File: config.mk
export PLATFORM = sky130hd
export DESIGN_NAME = imm_extend_pipe_flat
export DESIGN_NICKNAME = d
export VERILOG_FILES = /design/src/rtl/imm_extend_pipe_if.sv /design/src/rtl/imm_extend_pipe.sv /design/src/flat_wrapper.sv
export SDC_FILE = /design/constraint.sdc
export NUM_CORES = 1
export LEC_CHECK = 0
export BUFFER_PORTS_ARGS = -buffer_cell sky130_fd_sc_hd__buf_2
export CAP_MARGIN = 20
export CORE_MARGIN = 8
export CORE_UTILIZATION = 55
export CTS_CLUSTER_DIAMETER = 60
export DETAILED_ROUTE_END_ITERATION = 10
export PLACE_DENSITY = 0.8
export SLEW_MARGIN = 40
export SYNTH_ARGS = -nofsm -noshare
export SYNTH_HDL_FRONTEND = slang
export SYNTH_SLANG_ARGS = --single-unit
File: constraint.sdc
create_clock -name clk -period 2.1 [get_ports clk]
set_input_delay 0.21 -clock clk [delete_from_list [all_inputs] [get_ports clk]]
set_output_delay 0.21 -clock clk [all_outputs]
set_load 0.02 [all_outputs]
File: src/rtl/imm_extend_pipe_if.sv
// Request/result bundle for imm_extend_pipe. The slave side is the
// decoder and the master side is whoever feeds it and drains it.
interface imm_extend_pipe_if #(
  parameter int XLEN  = 32,
  parameter int TAG_W = 5,
  parameter int CNT_W = 16
);
  logic             in_valid;
  logic             in_ready;
  logic [24:0]      instr;
  logic [2:0]       imm_src;
  logic [TAG_W-1:0] in_tag;
  logic             out_valid;
  logic             out_ready;
  logic [XLEN-1:0]  imm_ext;
  logic [TAG_W-1:0] out_tag;
  logic             illegal;
  logic [CNT_W-1:0] illegal_cnt;

  modport master (
    output in_valid, instr, imm_src, in_tag, out_ready,
    input  in_ready, out_valid, imm_ext, out_tag, illegal, illegal_cnt
  );

  modport slave (
    input  in_valid, instr, imm_src, in_tag, out_ready,
    output in_ready, out_valid, imm_ext, out_tag, illegal, illegal_cnt
  );
endinterface

File: src/rtl/imm_extend_pipe.sv
// RISC-V immediate decode/extend. Decoding happens on accept; a 2-entry
// FIFO of decoded results drives the outputs straight from registers.
module imm_extend_pipe #(
  parameter int XLEN  = 32,
  parameter int TAG_W = 5,
  parameter int CNT_W = 16
) (
  input  logic             clk,
  input  logic             reset_n,
  imm_extend_pipe_if.slave bus
);
  if (XLEN != 32 && XLEN != 64) begin : g_xlen_chk
    $error("imm_extend_pipe: XLEN must be 32 or 64");
  end

  typedef struct packed {
    logic [XLEN-1:0]  imm;
    logic             ill;
    logic [TAG_W-1:0] tag;
  } entry_t;

  entry_t           mem_q [2];
  entry_t           dec;
  entry_t           head;
  logic             wr_ptr_q, rd_ptr_q;
  logic [1:0]       cnt_q, cnt_d;
  logic [CNT_W-1:0] ill_cnt_q, ill_cnt_d;
  logic             push, pop;
  logic [24:0]      ins;

  // ins holds instruction bits [31:7]: instruction bit n lives at ins[n-7]
  assign ins = bus.instr;

  always_comb begin
    dec     = '0;
    dec.tag = bus.in_tag;
    case (bus.imm_src)
      3'b000:  dec.imm = {{(XLEN-12){ins[24]}}, ins[24:13]};
      3'b001:  dec.imm = {{(XLEN-12){ins[24]}}, ins[24:18], ins[4:0]};
      3'b010:  dec.imm = {{(XLEN-12){ins[24]}}, ins[0], ins[23:18], ins[4:1], 1'b0};
      3'b011:  dec.imm = {{(XLEN-20){ins[24]}}, ins[12:5], ins[13], ins[23:14], 1'b0};
      3'b100:  dec.imm = {{(XLEN-31){ins[24]}}, ins[23:5], 12'b0};
      3'b101:  dec.imm = {{(XLEN-5){1'b0}}, ins[12:8]};
      default: dec.ill = 1'b1;
    endcase
  end

  assign bus.in_ready  = (cnt_q != 2'd2);
  assign bus.out_valid = (cnt_q != 2'd0);
  assign push          = bus.in_valid && bus.in_ready;
  assign pop           = bus.out_valid && bus.out_ready;

  always_comb begin
    cnt_d     = cnt_q + {1'b0, push} - {1'b0, pop};
    ill_cnt_d = ill_cnt_q;
    if (push && dec.ill && (ill_cnt_q != {CNT_W{1'b1}}))
      ill_cnt_d = ill_cnt_q + 1'b1;
  end

  always_ff @(posedge clk or negedge reset_n) begin
    if (!reset_n) begin
      mem_q[0]  <= '0;
      mem_q[1]  <= '0;
      wr_ptr_q  <= 1'b0;
      rd_ptr_q  <= 1'b0;
      cnt_q     <= 2'd0;
      ill_cnt_q <= '0;
    end else begin
      if (push) begin
        mem_q[wr_ptr_q] <= dec;
        wr_ptr_q        <= ~wr_ptr_q;
      end
      if (pop) rd_ptr_q <= ~rd_ptr_q;
      cnt_q     <= cnt_d;
      ill_cnt_q <= ill_cnt_d;
    end
  end

  assign head            = mem_q[rd_ptr_q];
  assign bus.imm_ext     = head.imm;
  assign bus.out_tag     = head.tag;
  assign bus.illegal     = head.ill;
  assign bus.illegal_cnt = ill_cnt_q;
endmodule

File: src/flat_wrapper.sv
// flat-port wrapper written by rule: the top's interface ports become plain ports
module imm_extend_pipe_flat 
#(
  parameter int XLEN  = 32,
  parameter int TAG_W = 5,
  parameter int CNT_W = 16
)
  (clk, reset_n, bus_in_valid, bus_instr, bus_imm_src, bus_in_tag, bus_out_ready, bus_in_ready, bus_out_valid, bus_imm_ext, bus_out_tag, bus_illegal, bus_illegal_cnt);
  imm_extend_pipe_if #(.XLEN(XLEN), .TAG_W(TAG_W), .CNT_W(CNT_W)) bus_i ();
  input  logic clk;
  input  logic reset_n;
  input wire logic [$bits(bus_i.in_valid)-1:0] bus_in_valid;
  input wire logic [$bits(bus_i.instr)-1:0] bus_instr;
  input wire logic [$bits(bus_i.imm_src)-1:0] bus_imm_src;
  input wire logic [$bits(bus_i.in_tag)-1:0] bus_in_tag;
  input wire logic [$bits(bus_i.out_ready)-1:0] bus_out_ready;
  output wire logic [$bits(bus_i.in_ready)-1:0] bus_in_ready;
  output wire logic [$bits(bus_i.out_valid)-1:0] bus_out_valid;
  output wire logic [$bits(bus_i.imm_ext)-1:0] bus_imm_ext;
  output wire logic [$bits(bus_i.out_tag)-1:0] bus_out_tag;
  output wire logic [$bits(bus_i.illegal)-1:0] bus_illegal;
  output wire logic [$bits(bus_i.illegal_cnt)-1:0] bus_illegal_cnt;
  assign bus_i.in_valid = bus_in_valid;
  assign bus_i.instr = bus_instr;
  assign bus_i.imm_src = bus_imm_src;
  assign bus_i.in_tag = bus_in_tag;
  assign bus_i.out_ready = bus_out_ready;
  assign bus_in_ready = bus_i.in_ready;
  assign bus_out_valid = bus_i.out_valid;
  assign bus_imm_ext = bus_i.imm_ext;
  assign bus_out_tag = bus_i.out_tag;
  assign bus_illegal = bus_i.illegal;
  assign bus_illegal_cnt = bus_i.illegal_cnt;
  imm_extend_pipe #(.XLEN(XLEN), .TAG_W(TAG_W), .CNT_W(CNT_W)) u_core (.clk(clk), .reset_n(reset_n), .bus(bus_i));
endmodule
# [Word-level counts from Yosys, hierarchy flattened]
# Cells that the tools add are included.
[classes] add_sub_neg=3 reduce_logical=8 n_lt_le_gt_ge=3 bitwise=4 n_eq_ne=7 muxes=8
[ops] op="$pmux W32 S6" n=1
[ops] op="$mux W38" n=4
[ops] op="$bwmux W76" n=1
[ops] op="$demux W38 S1" n=1
[ops] op="$add A16 B1 Y16 const B" n=1
[ops] op="$ne A16 B16 Y1 const B" n=1
[ops] op="$eq A3 B2 Y1 const B" n=2
[ops] op="$eq A3 B3 Y1 const B" n=2
[ops] op="$reduce_or A6 Y1" n=1
[ops] op="$logic_and A1 B1 Y1" n=5
[ops] op="$ge A2 B2 Y1 const B" n=2
[ops] op="$not A1 Y2" n=2
[ops] op="$eq A3 B1 Y1 const B" n=1
[ops] op="$logic_not A3 Y1" n=1
[ops] op="$add A2 B1 Y2" n=1
[ops] op="$lt A2 B1 Y1 const B" n=1
[ops] op="$ne A2 B2 Y1 const B" n=1
[ops] op="$not A1 Y1" n=2
[ops] op="$reduce_bool A2 Y1" n=1
[ops] op="$sub A2 B1 Y2" n=1
[ops] op="$mux W1" n=1
[totals] output_inout_bits=56 ff_bits=96 elab_cells=43

# [Longest topological paths before layout]
# Gate-level depths: netlist of the first run.
[depth] word_depth=6 mapped_depth=7 ltp_nobuf=7

# [Worst setup path before layout of the first run]
# No wires, ideal clock.
[synth_path] kind="register to register" from="reg u_core.cnt_q[1]" to="reg u_core.cnt_q[1]" stages_incl_launch_ff=8 setup_time_ns=0.123 arrival_time_ns=1.628 setup_slack_ns=0.349 cell_sequence="dfrtp_1 > or2_2 > and2_1 > ha_1 > inv_1 > ha_1 > xnor2_1 > xnor2_1"
[synth_between] elab_cells_between_ends=6
[synth_rtl] element="from (decl)" line_no="imm_extend_pipe.sv:26" text="logic [1:0] cnt_q, cnt_d;"
[synth_rtl] element="from (signal assigned)" line_no="imm_extend_pipe.sv:74" text="cnt_q <= cnt_d;"
[synth_rtl] element="$reduce_bool A2 Y1" line_no="imm_extend_pipe.sv:49" text="assign bus.out_valid = (cnt_q != 2'd0);"
[synth_rtl] element="named net bus_out_valid" line_no="flat_wrapper.sv:18" text="output wire logic [$bits(bus_i.out_valid)-1:0] bus_out_valid;"
[synth_rtl] element="$logic_and A1 B1 Y1" line_no="imm_extend_pipe.sv:51" text="assign pop = bus.out_valid && bus.out_ready;"
[synth_rtl] element="named net u_core.pop" line_no="imm_extend_pipe.sv:28" text="logic push, pop;"
[synth_rtl] element="$sub A2 B1 Y2" line_no="imm_extend_pipe.sv:54" text="cnt_d = cnt_q + {1'b0, push} - {1'b0, pop};"
[synth_rtl] element="named net u_core.cnt_d[1]" line_no="imm_extend_pipe.sv:26"
# The timed path passes the listed nets, and every way through them passes these cells.
# A chain may end at the register's enable or synchronous reset.

# [Worst setup path in the final report of the first run]
[layout_path] from="reg u_core.rd_ptr_q" to="out bus_imm_ext[3]"
[layout_between] elab_chain_len=4
[layout_rtl] element="from (decl)" line_no="imm_extend_pipe.sv:25" text="logic wr_ptr_q, rd_ptr_q;"
[layout_rtl] element="from (signal assigned)" line_no="imm_extend_pipe.sv:73" text="if (pop) rd_ptr_q <= ~rd_ptr_q;"
[layout_rtl] element="$not A1 Y2 (not written as such)" line_no="imm_extend_pipe.sv:79" text="assign head = mem_q[rd_ptr_q];"
[layout_rtl] element="$mux W38 (not written as such) (3 in series)" line_no="imm_extend_pipe.sv:79"
[layout_rtl] element="to (decl)" line_no="flat_wrapper.sv:19" text="output wire logic [$bits(bus_i.imm_ext)-1:0] bus_imm_ext;"
# No other way between the ends. The select of a mux whose other input is x is not followed.

==> key figures, run 1 <==
Clocking
  – Worst skew pair latency: 0.35 ns
  – Post-CTS Setup Inserts: 0
  – Clock root cell: clkbuf_8
  – Max clock buf depth: 2
  – TritonCTS clock tree: yes
  – Post-cts gate resize count: 0
  – Hold Buf Count CTS: 1
  – Number of buffers created by CTS: 9
  – Clk sink count: 96
  – Clock-pin transition on the worst setup and hold timing paths: 0.09 ns
  – H-tree levels: 3

Layout
  – Final Core Density: 66.2%
  – Layout cells sized above 1: 34.3%
  – Area growth from synthesis to layout: 17.5%
  – Fin nets: 567
  – N_diodes: 0
  – Non-filler instance count after layout: 636

Placement
  – Dpl ws: 0.321 ns
  – Routability cong.: 0.827
  – Final HPWL DP: 7560 um
  – Buffers added on ports: 92
  – Number of cells after detailed placement: 620

Floorplanning
  – Row Count: 33
  – Die X: 108 um
  – Die Span Y: 108 um
  – Core Region: 8180 sq um
  – Ports: 93
  – Die ar.: 11600 sq um
  – Initial Util: 56.4%

Critical path
  – CP Data Arrival Time: 1.63 ns
  – CP Class: flip-flop to output pin
  – CP Buf/Inv Count: 2
  – CP peak stage delay: 0.40 ns
  – R2R cell count: 6
  – Slowest CP cell: mux2_2
  – Crit path cell chain: buf_4 > mux2_2 > buf_2
  – Worst-path fanout max: 26
  – CP Depth: 3
  – Crit. End Element: output pin
  – WP data required: 1.89 ns
  – Startpoint Class: flip-flop
  – CP delay by family, top: buffers and inverters

Detailed routing
  – DR WL/cell: 16.8 um
  – Vias: 3551
  – Residual DRC count: 0
  – Total Wirelength: 10700 um
  – Detail-routed via count per cell: 5.58
  – DR iter-0 viols: 237
  – First drt pass iteration count: 4
  – DRT antenna net count: 0

STA
  – Final Cycle Share: 87.4%
  – Normalized max-slew margin: 57.9%
  – Final Hold Vio Count: 0
  – Max Freq: 545 MHz
  – Setup TNS: 0 ns
  – Worst slew pin tran: 0.630 ns
  – Final Skew: 0.00801 ns
  – Worst Slack Setup Final: 0.264 ns
  – Final min period: 1.84 ns
  – Final setup violation count: 0
  – RSZ-0062 raised after global routing: false
  – Final slew viol count: 0
  – WHS: 0.107 ns

Global route
  – Largest net degree at the start of global routing: 97
  – Number of global-route vias before repair: 3658
  – Initial antenna violation count: 0
  – Gr ovfl total: 0
  – First-pass GRT wire length: 17700 um
  – Global Route Usage Sum: 18.7%

Pwr
  – Max IR drop VDD: 909 uV
  – Pleak: 2.65 nW
  – Switching Fraction: 39.6%
  – Combinational Power Share: 45.0%
  – P per Cell Area: 1400 nW/um^2
  – Clock share of power: 15.6%
  – Switching pwr: 3.00 mW
  – Int Power: 4.59 mW
  – Reg power frac: 39.4%

Yosys
  – Total nets after synthesis: 480
  – Synthesized cell area: 4610 sq um
  – Post-synthesis sequential area ratio: 52.1%
  – Yosys warnings: 0
  – Synth Register Bits: 96
  – Post-synth EDFFs: 0
  – Top cell type's share of synthesized area: 52.1%
  – Asr flop ratio synth: 100%
  – Post-synth top area cell: dfrtp_1
  – Synth top area cells: dfrtp_1 52%, mux2_2 13%, o21ai_0 6.8%, nand2_1 5.9%, xor2_1 3.4%
  – Count of cell types in the netlist: 34
  – Ys flop type: dfrtp_1
  – Post-Syn Instances: 440
  – Syn Area/Cell: 10.5 sq um

Hold path
  – Worst hold path class: input port to flip-flop
  – Hold path depth: 2

Outcome
  – Status: finished clean

Job
  – Max-cap violations: 0
## path summary, 6_finish.rpt
kind | start | end | slack, ns
max reg2reg | u_core.bus.illegal_cnt[0] | u_core.bus.illegal_cnt[7] | 0.30
max in group asynchronous | reset_n | u_core.mem_q[52] | 1.24
max | u_core.rd_ptr_q | bus_imm_ext[3] | 0.26
min reg2reg | u_core.mem_q[53] | u_core.mem_q[53] | 0.48
min | bus_in_tag[0] | u_core.mem_q[38] | 0.11
min in group asynchronous | reset_n | u_core.mem_q[54] | 0.43
## cell usage after synthesis, drive strengths merged, types with 2 or more instances
cell and number:
a31oi 8, xor2 18, a21oi 20, o22a 8, dfrtp 96, and3 2
a2bb2oi 4, nor2 5, clkbuf 18, nand2b 8, mux2i 5, nor3b 2
inv 2, ha 3, buf 14, nor4 7, nor3 6, nand3 6
nor2b 4, o21ai 63, nand2 73, xnor2 2, mux2 54, nand4 5
and2 2
## per-stage QoR
| step | power, mW | instance area [sq um] |
|---|---|---|
| global placement | 6.34 | 5220 |
| detailed placement | 6.48 | 5220 |
| floorplan | 5.36 | 4610 |
| global route | 8.13 | 5410 |
| CTS | 7.67 | 5410 |
| finish | 7.60 | 5410 |
## cell families (layout without fill, tap and decap cells)
group	Yosys count	in the layout	synth area share, %
and+or+nand+nor	124	124	13.4
AOI/OAI and AO/OA	104	104	12.5
DFF	96	96	52.1
muxes	59	59	14.3
buffers and inverters	34	125	3.07
xor gates and xnor gates	20	20	3.80
adders and majority gates	3	3	0.815
## state kept, by name (all words and copies together), names as in the netlist
name / cells
u_core.mem_q: 76
u_core.bus.illegal_cnt: 16
u_core.cnt_q: 2
u_core.rd_ptr_q: 1
u_core.wr_ptr_q: 1
## power by group through the flow
stage	logic [mW]	clock network (mW)	registers, mW
floorplan	2.39	0	2.97
global placement	3.37	0	2.97
detailed placement	3.45	0	3.03
CTS	3.47	1.20	3.00
global route	3.77	1.26	3.10
finish	3.42	1.18	2.99
## metal layers
metal  global-route usage (%)  part of all wire (%)  up-vias
li1                         -                     -     1711
met1                     24.4                    43     1718
met2                     29.9                    48      108
met3                     4.85                   7.0       14
met4                     5.85                   1.2        0
met5                        0                     0        -
## layout by cell type, fill, tap and decap left out, types with 5 or more instances in the layout
master	n
mux2i_1	5
buf_2	91
nand2_1	73
nand2b_1	8
dfrtp_1	96
a31oi_1	8
buf_4	14
nor3_1	6
o22a_1	8
nand3_1	5
o21ai_0	63
a21oi_1	20
clkbuf_8	10
nor2_1	5
xor2_1	18
mux2_2	54
## final cells by class
cell class / count / area [sq um]
flip-flops and latches: 96 / 2400
clock buffers: 11 / 141
well taps: 105 / 131
fillers: 643 / 2760
multi-input cells: 310 / 2080
inverters: 2 / 7.51
repair buffers: 108 / 611
clock inverters: 4 / 45.0
(Power assumes the default switching activity.)
==> run 2: changes to the inputs <==
- PLACE_DENSITY: 0.8 -> 0.88
==> run 2 against run 1 <==
  * Sequential power rose by 3%
  * Cell count fell by 0.31%
  * Total power grew 4.2%
  * Non-clock buffer count shrank 3
  * Via count grew 2.6%
  * Clock power grew 15%
  * Combinational power is 1% higher
  * First-iteration DRC count shrank 15%
  * Count of clock-buffer cells in the layout fell by 1
  * Largest cell class unchanged
==> key figures, run 2 (synthesis gave the netlist of run 1 again) <==
Outcome
  – Status: finished clean

Critical path
  – End of the critical path: bus_imm_ext[19]
  – Worst reg2reg setup slack: 0.27 ns
  – R2R cell count: 4
  – CP Data Arrival Time: 1.74 ns
  – WP data required: 1.89 ns
  – CP Class: flip-flop to output pin
  – Slowest CP cell: dfrtp_2
  – Crit. End Element: output pin
  – Critical path startpoint: u_core.rd_ptr_q
  – Startpoint Class: flip-flop
  – Crit path cell chain: buf_12 > mux2_2 > buf_2
  – CP peak stage delay: 0.65 ns
  – Reg2Reg Capture Point: u_core.mem_q[23]
  – Worst flop-to-flop path startpoint: u_core.cnt_q[1]
  – Worst-path fanout max: 14

Layout
  – Layout cells sized above 1: 34.6%
  – FF/Latch Area: 2400 sq um
  – Fillers: 641
  – Non-Filler Cell Area, Final: 5490 sq um
  – Non-filler instance count after layout: 634
  – Multi-input gate area: 2080 sq um
  – Final Core Density: 67.1%
  – Area growth from synthesis to layout: 19.1%
  – Largest reg by FF count: u_core.mem_q
  – N_diodes: 0
  – Largest register FFs: 76
  – Commonest non-fill, non-tap cell in the layout: dfrtp_1
  – Commonest non-fill, non-tap cells in the layout: 95 x dfrtp_1, 91 x buf_2, 73 x nand2_1
  – Fin nets: 564

Hold path
  – Hold path depth: 2
  – Worst hold path class: input port to flip-flop

STA
  – Setup TNS: 0 ns
  – Final setup violation count: 0
  – Final slew viol count: 0
  – Worst Slack Setup Final: 0.152 ns
  – WHS: 0.102 ns
  – Final min period: 1.95 ns
  – Final Cycle Share: 92.8%
  – Final Hold Vio Count: 0
  – Max Freq: 513 MHz
  – RSZ-0062 raised after global routing: false
  – Normalized max-slew margin: 57.9%
  – Worst slew pin tran: 0.631 ns
  – Final Skew: 0.0165 ns

Clocking
  – TritonCTS clock tree: yes
  – Max clock buf depth: 2
  – Worst skew pair latency: 0.36 ns
  – Clock root cell: clkbuf_8
  – Clock-pin transition on the worst setup and hold timing paths: 0.09 ns
  – Clk sink count: 96
  – Post-CTS Setup Inserts: 0
  – Number of buffers created by CTS: 9
  – Post-cts gate resize count: 0
  – Hold Buf Count CTS: 1
  – H-tree levels: 3

Global route
  – Largest net degree at the start of global routing: 70
  – Gr ovfl total: 0
  – GRT busiest layer: met2
  – First-pass GRT wire length: 18600 um
  – Grt met3 use: 4.55%
  – Global Route Usage Sum: 19.9%
  – Number of global-route vias before repair: 3756
  – Met1 usage: 25.6%
  – Initial antenna violation count: 1
  – Grt met2 use: 31.9%

Floorplanning
  – Ports: 93
  – Die Span Y: 108 um
  – Initial Util: 56.4%
  – Die ar.: 11600 sq um
  – Core Region: 8180 sq um
  – Row Count: 33
  – Die X: 108 um

Placement
  – Dpl ws: 0.282 ns
  – Placed cell area: 5250 sq um
  – Number of cells after detailed placement: 617
  – Final HPWL DP: 8040 um
  – Buffers added on ports: 92
  – Routability cong.: 0.829

Detailed routing
  – Residual DRC count: 0
  – DR WL/cell: 17.6 um
  – Total Wirelength: 11200 um
  – DR iter-0 viols: 201
  – Vias: 3643
  – Detail-routed via count per cell: 5.75
  – DRT antenna net count: 0
  – First drt pass iteration count: 4

Pwr
  – P per Cell Area: 1440 nW/um^2
  – Pleak: 2.67 nW
  – Max IR drop VDD: 885 uV
  – Total chip power: 7.91 mW

Job
  – Max-cap violations: 0
-- run 2: cell types whose count changed in the layout (fill, tap and decap cells not counted), moves of 2 or more --
cell / change
buf_12: +4
buf_4: -7
clkinv_2: -2
inv_6: +2
-- run 2: power by group --
group | total, mW | switching [mW] | internal (mW)
clock network | 1.36 | 0.654 | 0.710
logic | 3.46 | 1.98 | 1.49
registers | 3.09 | 0.490 | 2.60
total | 7.91 | 3.12 | 4.79
-- run 2: final cells by class --
type	count	share of cell area [%]
clock inverter	6	1.64
multi-input combinational	310	37.9
clock buffer	10	2.51
timing repair buffer	105	11.6
tap	105	2.39
inverter	2	0.137
sequential	96	43.8
-- run 2: worst max-delay path: cells and delay by family (launching register included) --
family                 cells  cell delay [ns]
flip-flops                 1             0.65
multiplexers               1             0.36
buffers and inverters      2             0.37
-- run 2: how the worst min path moves through the flow --
| stage | startpoint | to | slack, ns |
|---|---|---|---|
| finish | bus_in_tag[3] | u_core.mem_q[3] | 0.10 |
| global route | bus_in_tag[3] | u_core.mem_q[3] | 0.09 |
| CTS | bus_in_tag[1] | u_core.mem_q[1] | 0.1 |
| detailed placement | reset_n | u_core.mem_q[56] | 0.12 |
| global placement | reset_n | u_core.mem_q[18] | 0.11 |
| floorplan | reset_n | u_core.bus.illegal_cnt[0] | -0.09 |
-- run 2: layer usage --
layer  part of all wire, %  vias up
li1                      -     1701
met1                    43     1749
met2                    47      161
met3                   7.4       30
met4                   2.5        2
met5                 0.080        -
